$ cat src/rtl/dq_decode_pkg.sv
// Shared constants, operation encoding and buffered-entry layout for the DQ decode stage.
package dq_decode_pkg;

  localparam int unsigned INSTR_WIDTH  = 32;
  localparam int unsigned REG_WIDTH    = 5;
  localparam int unsigned OFFSET_WIDTH = 64;
  localparam int unsigned TAG_WIDTH    = 8;

  localparam logic [5:0] OPC_LQ     = 6'd56;
  localparam logic [5:0] OPC_DQ_VSX = 6'd61;
  localparam logic [2:0] XO_LXV     = 3'd1;
  localparam logic [2:0] XO_STXV    = 3'd5;

  typedef enum logic [1:0] {
    LQ   = 2'd0,
    LXV  = 2'd1,
    STXV = 2'd2
  } dq_op_t;

  typedef struct packed {
    dq_op_t                  op;
    logic [REG_WIDTH:0]      rt;
    logic [REG_WIDTH-1:0]    ra;
    logic [OFFSET_WIDTH-1:0] offset;
    logic                    illegal;
    logic [TAG_WIDTH-1:0]    tag;
  } dq_entry_t;

endpackage

$ cat src/rtl/dq_decode_fifo.sv
// DEPTH-entry FIFO of decoded entries; the head is kept in its own register so it
// is zero after reset and holds the last presented entry once the FIFO drains.
module dq_decode_fifo
  import dq_decode_pkg::*;
#(
  parameter int unsigned DEPTH = 2
) (
  input  logic      clock_i,
  input  logic      reset_i,
  input  logic      push_i,
  input  dq_entry_t entry_i,
  input  logic      pop_i,
  output logic      full_o,
  output logic      empty_o,
  output dq_entry_t head_o
);

  localparam int unsigned PTR_W = (DEPTH > 1) ? $clog2(DEPTH) : 1;
  localparam int unsigned CNT_W = PTR_W + 1;

  dq_entry_t        mem_q [DEPTH];
  dq_entry_t        head_q, head_d;
  logic [PTR_W-1:0] rd_ptr_q, rd_ptr_d;
  logic [PTR_W-1:0] wr_ptr_q, wr_ptr_d;
  logic [PTR_W-1:0] rd_next;
  logic [CNT_W-1:0] count_q, count_d;

  assign full_o  = (count_q == CNT_W'(DEPTH));
  assign empty_o = (count_q == '0);
  assign head_o  = head_q;
  assign rd_next = rd_ptr_q + PTR_W'(1);

  // Next pointers, occupancy and head entry.
  always_comb begin
    rd_ptr_d = rd_ptr_q;
    wr_ptr_d = wr_ptr_q;
    count_d  = count_q + CNT_W'(push_i) - CNT_W'(pop_i);
    head_d   = head_q;
    if (push_i) wr_ptr_d = wr_ptr_q + PTR_W'(1);
    if (pop_i)  rd_ptr_d = rd_next;
    // The new entry becomes head when nothing else will be left in front of it.
    if (push_i && (empty_o || (pop_i && count_q == CNT_W'(1)))) begin
      head_d = entry_i;
    end else if (pop_i && count_q > CNT_W'(1)) begin
      head_d = mem_q[rd_next];
    end
  end

  // Control and head registers.
  always_ff @(posedge clock_i or posedge reset_i) begin
    if (reset_i) begin
      rd_ptr_q <= '0;
      wr_ptr_q <= '0;
      count_q  <= '0;
      head_q   <= '0;
    end else begin
      rd_ptr_q <= rd_ptr_d;
      wr_ptr_q <= wr_ptr_d;
      count_q  <= count_d;
      head_q   <= head_d;
    end
  end

  // Storage array; contents are only read once written, so it carries no reset.
  always_ff @(posedge clock_i) begin
    if (push_i) mem_q[wr_ptr_q] <= entry_i;
  end

endmodule

$ cat src/rtl/dq_decode_stage.sv
// Registered decode stage for DQ-form lq/lxv/stxv with valid/ready handshake,
// output buffer and saturating statistics.
module dq_decode_stage
  import dq_decode_pkg::*;
#(
  parameter int unsigned DEPTH       = 2,
  parameter int unsigned COUNT_WIDTH = 16
) (
  input  logic                    clock_i,
  input  logic                    reset_i,
  input  logic                    valid_i,
  output logic                    ready_o,
  input  logic [INSTR_WIDTH-1:0]  instruction_i,
  input  logic [TAG_WIDTH-1:0]    tag_i,
  output logic                    valid_o,
  input  logic                    ready_i,
  output logic [1:0]              op_o,
  output logic [REG_WIDTH:0]      rt_o,
  output logic [REG_WIDTH-1:0]    ra_o,
  output logic [OFFSET_WIDTH-1:0] offset_o,
  output logic                    illegal_o,
  output logic [TAG_WIDTH-1:0]    tag_o,
  output logic [COUNT_WIDTH-1:0]  decoded_count_o,
  output logic [COUNT_WIDTH-1:0]  illegal_count_o
);

  logic                   full, empty;
  logic                   accept, push, pop;
  logic                   is_dq;
  logic [5:0]             opcode;
  logic [2:0]             xo;
  logic [REG_WIDTH-1:0]   t_field;
  dq_entry_t              entry, head;
  logic [COUNT_WIDTH-1:0] decoded_q, decoded_d;
  logic [COUNT_WIDTH-1:0] illegal_q, illegal_d;

  // Instruction bit k (MSB-first numbering) is instruction_i[31-k].
  assign opcode  = instruction_i[31:26];
  assign t_field = instruction_i[25:21];
  assign xo      = instruction_i[2:0];

  assign ready_o = !full;
  assign accept  = valid_i && ready_o;
  assign push    = accept && is_dq;
  assign valid_o = !empty;
  assign pop     = valid_o && ready_i;

  // Field extraction and form classification of the incoming instruction.
  always_comb begin
    is_dq         = 1'b0;
    entry         = '0;
    entry.ra      = instruction_i[20:16];
    entry.offset  = {{(OFFSET_WIDTH-16){instruction_i[15]}}, instruction_i[15:4], 4'b0000};
    entry.tag     = tag_i;
    if (opcode == OPC_LQ) begin
      is_dq         = 1'b1;
      entry.op      = LQ;
      entry.rt      = {1'b0, t_field};
      entry.illegal = t_field[0] || (t_field == instruction_i[20:16]);
    end else if (opcode == OPC_DQ_VSX && xo == XO_LXV) begin
      is_dq    = 1'b1;
      entry.op = LXV;
      entry.rt = {instruction_i[3], t_field};
    end else if (opcode == OPC_DQ_VSX && xo == XO_STXV) begin
      is_dq    = 1'b1;
      entry.op = STXV;
      entry.rt = {instruction_i[3], t_field};
    end
  end

  dq_decode_fifo #(
    .DEPTH (DEPTH)
  ) u_fifo (
    .clock_i (clock_i),
    .reset_i (reset_i),
    .push_i  (push),
    .entry_i (entry),
    .pop_i   (pop),
    .full_o  (full),
    .empty_o (empty),
    .head_o  (head)
  );

  assign op_o      = head.op;
  assign rt_o      = head.rt;
  assign ra_o      = head.ra;
  assign offset_o  = head.offset;
  assign illegal_o = head.illegal;
  assign tag_o     = head.tag;

  // Saturating push and illegal-push counters.
  always_comb begin
    decoded_d = decoded_q;
    illegal_d = illegal_q;
    if (push && decoded_q != '1) decoded_d = decoded_q + COUNT_WIDTH'(1);
    if (push && entry.illegal && illegal_q != '1) illegal_d = illegal_q + COUNT_WIDTH'(1);
  end

  // Counter registers.
  always_ff @(posedge clock_i or posedge reset_i) begin
    if (reset_i) begin
      decoded_q <= '0;
      illegal_q <= '0;
    end else begin
      decoded_q <= decoded_d;
      illegal_q <= illegal_d;
    end
  end

  assign decoded_count_o = decoded_q;
  assign illegal_count_o = illegal_q;

endmodule
$ cat config.mk
export PLATFORM = sky130hd
export DESIGN_NAME = dq_decode_stage
export DESIGN_NICKNAME = d
export VERILOG_FILES = /design/src/rtl/dq_decode_pkg.sv /design/src/rtl/dq_decode_fifo.sv /design/src/rtl/dq_decode_stage.sv
export SDC_FILE = /design/constraint.sdc
export NUM_CORES = 1
export LEC_CHECK = 0
export CORE_MARGIN = 3
export CORE_UTILIZATION = 35
export DETAILED_ROUTE_END_ITERATION = 12
export MAX_ROUTING_LAYER = met4
export PLACE_DENSITY = 0.65
export RECOVER_POWER = 100
export SKIP_LAST_GASP = 1
export SLEW_MARGIN = 5
export SYNTH_ARGS = -nofsm -noshare
export SYNTH_HDL_FRONTEND = slang
export SYNTH_SLANG_ARGS = --single-unit
$ cat constraint.sdc
create_clock -name clock_i -period 6.7 [get_ports clock_i]
set_input_delay 1.34 -clock clock_i [delete_from_list [all_inputs] [get_ports clock_i]]
set_output_delay 1.34 -clock clock_i [all_outputs]
set_load 0.05 [all_outputs]
==> impl_metrics.csv <==
group,metric,value,unit
status,outcome,"finished with violations",
status,violations,"max-capacitance violations, max-slew violations",
die,fp.dieArea,19600,um^2
global_routing,met3_usage,5.29,%
critical_path,rr_endpoint,"decoded_count_o[13]",
sta,period_minus_slack,4.59,ns
placement,placed_cells,854,
sta,finalSetupTns,0,ns
synthesis,synth-seq-cells,138,
global_routing,gr-total-overflow,0,
die,num_io_pins,164,
die,rows,48,
global_routing,met2_usage,23.0,%
synthesis,ys_async_sr_fraction,50.7,%
sta,fin_hold_ws,0.499,ns
critical_path,worst-endpoint-required,6.89,ns
clock_network,cts-root-buf,"clkbuf_16",
placement,dpl_cell_area,7700,um^2
sta,fin_crit_sh,68.5,%
global_routing,antenna_found_initial,1,
routing,vias,4228,
routing,wirelength,14000,um
global_routing,grt_pass1_vias,4215,
power_and_ir_drop,ir_worst_vdd,0.266,mV
clock_network,clock_sinks,138,
run,cap_violations,3,
critical_path,critPathCaptureType,"flip-flop",
placement,gp_congestion,0.795,
clock_network,cts_buffer_depth,2,
synthesis,avgSynthCellArea,11.7,um^2
clock_network,tritoncts,"done",
clock_network,cts_made_buffers,17,
global_routing,grt_pass1_wl,22200,um
layout,stdcell_count,887,
sta,fmax,0.218,GHz
layout,nNetsFinal,696,
die,start_util,36.1,%
critical_path,reg2regPathDepth,5,
sta,slew_headroom,-54.1,%
layout,fin_util,47.1,%
global_routing,grt_max_degree,71,
sta,setup_viol,0,
power_and_ir_drop,power_density,443,nW/um^2
synthesis,yosys_most_used_dff,"dfrtp_1",
critical_path,critPathLaunch,"instruction_i[28]",
critical_path,path_class,"primary input to flip-flop",
sta,final_hold_viol_count,0,
layout,layout-drive-gt1-share,5.45,%
critical_path,crit_end,"u_fifo.head_o[4]",
power_and_ir_drop,power.total,3.63,mW
die,die_h,140,um
routing,drtIter0Drc,194,
synthesis,synth-warning-count,0,
die,fp.dieW,140,um
clock_network,insertion_delay,0.41,ns
routing,viasPerCell,4.77,
synthesis,syn-cell-area,6290,um^2
hold_path,min_from,"decoded_count_o[13]",
placement,pre_cts_slack,2.79,ns
hold_path,hold_class,"flip-flop to flip-flop",
routing,drt-pass1-iter-count,4,
synthesis,synth_top_area_share,32.5,%
critical_path,cp_max_fo,68,
synthesis,synth_top_area_cell,"edfxtp_1",
synthesis,syn_inst,539,
layout,area_growth_syn_to_layout,30.5,%
critical_path,start_kind,"primary input",
die,core_area,17400,um^2
power_and_ir_drop,cellLeakagePower,3.34,nW
clock_network,htree_levels,4,
sta,grt_setup_unrepaired,"false",
global_routing,busiest_layer,"met2",
routing,wl_per_cell,15.8,um
placement,hpwl,9400,um
clock_network,postCtsSetupBuffers,0,
clock_network,postCtsHoldBufs,0,
placement,port_buffers,159,
global_routing,grt_util_all_layers,14.8,%
routing,drcViolationCount,0,
synthesis,synth_area_leaders,"edfxtp_1, dfrtp_1, buf_4, mux2i_1, xnor2_1",
routing,ant_nets,0,
synthesis,synth_cell_types,37,
sta,finClkSkew,0.00666,ns
sta,tightest_slew,2.28,ns
clock_network,path_clk_slew,0.06,ns
clock_network,cts_resized,0,
synthesis,ys_seq_area_share,60.3,%
critical_path,r2r_start,"decoded_count_o[8]",
critical_path,reg2reg_setup_slack,3.36,ns
global_routing,use_met1,18.2,%
critical_path,crit_arrival,4.79,ns
sta,finalWorstSetupSlack,2.11,ns
synthesis,synth_edf_count,68,
layout,stdcell_area,8210,um^2
sta,report.final.slew_viol_count,117,
==> worst max-delay path, stage by stage <==
cell           delay [ns]
dlygate4sd3_1        0.56
or2_0                0.27
a21oi_1              0.57
o2111a_1             1.69
o21ai_0              0.32
==> where the power goes <==
group	leakage (nW)	switching [mW]	internal [mW]
clock network	0.262	0.330	0.515
registers	1.49	0.151	1.01
logic	1.59	1.15	0.476
==> state kept, by name, summed over array words and instances, names as in the netlist <==
signal	flops
u_fifo.rd_ptr_q	1
u_fifo.count_q	2
u_fifo.wr_ptr_q	1
decoded_count_o	16
illegal_count_o	16
u_fifo.mem_q	68
u_fifo.head_o	34
==> cell type report <==
| type | count | area (um^2) |
|---|---|---|
| well taps | 225 | 282 |
| clock buffers | 23 | 458 |
| clock inverters | 9 | 75.1 |
| multi-input cells | 321 | 1950 |
| diodes | 1 | 2.50 |
| repair buffers | 161 | 1610 |
| inverters | 9 | 35.0 |
| flip-flops and latches | 138 | 3790 |
| fillers | 1586 | 9210 |
==> Yosys cell counts (all sizes together), types with 3 or more instances <==
| master | count |
|---|---|
| a21oi | 34 |
| and2 | 8 |
| and3 | 8 |
| buf | 63 |
| clkbuf | 11 |
| dfrtp | 70 |
| edfxtp | 68 |
| ha | 4 |
| inv | 9 |
| mux2 | 3 |
| mux2i | 34 |
| nand2 | 48 |
| nand3 | 17 |
| nand4 | 13 |
| nor2 | 49 |
| nor3 | 7 |
| nor4 | 6 |
| o21ai | 33 |
| xnor2 | 22 |
| xor2 | 15 |
==> metal layers <==
layer,vias up,share of wire [%]
li1,2050,-
met1,2043,44
met2,118,48
met3,17,5.6
met4,0,1.5
met5,-,0
==> placed cells by master (no fill, tap or decap), drive strengths merged, types with 6 or more instances in the layout <==
cell type	count
nand3	17
nor2	49
mux2i	34
inv	8
clkinv	7
dlygate4sd3	142
nor4	6
nand2	48
nand4	13
edfxtp	68
xnor2	22
a21oi	34
nor3	7
dfrtp	70
o21ai	33
clkbuf	23
and3	8
and2	8
clkdlybuf4s50	17
xor2	15
==> how the worst min path moves through the flow <==
stage | endpoint | slack [ns] | depth (start not counted)
floorplan | u_fifo.wr_ptr_q | 0.46 | 1
global placement | decoded_count_o[13] | 0.48 | 1
detailed placement | decoded_count_o[13] | 0.49 | 1
CTS | decoded_count_o[13] | 0.50 | 1
global route | decoded_count_o[11] | 0.52 | 1
finish | decoded_count_o[13] | 0.50 | 1
==> kinds of logic (layout without fill, tap and decap cells) <==
family / Yosys count / in the layout / synth area share (%)
xor gates and xnor gates: 37 / 37 / 5.15
other: 1 / 5 / 0.0596
muxes: 37 / 37 / 5.95
adders and majority gates: 4 / 4 / 0.796
DFF: 138 / 138 / 60.3
buffers and inverters: 83 / 202 / 8.50
and+or+nand+nor: 168 / 168 / 12.8
AOI/OAI and AO/OA: 71 / 71 / 6.39
No activity file was read; power rests on OpenSTA's default activity.
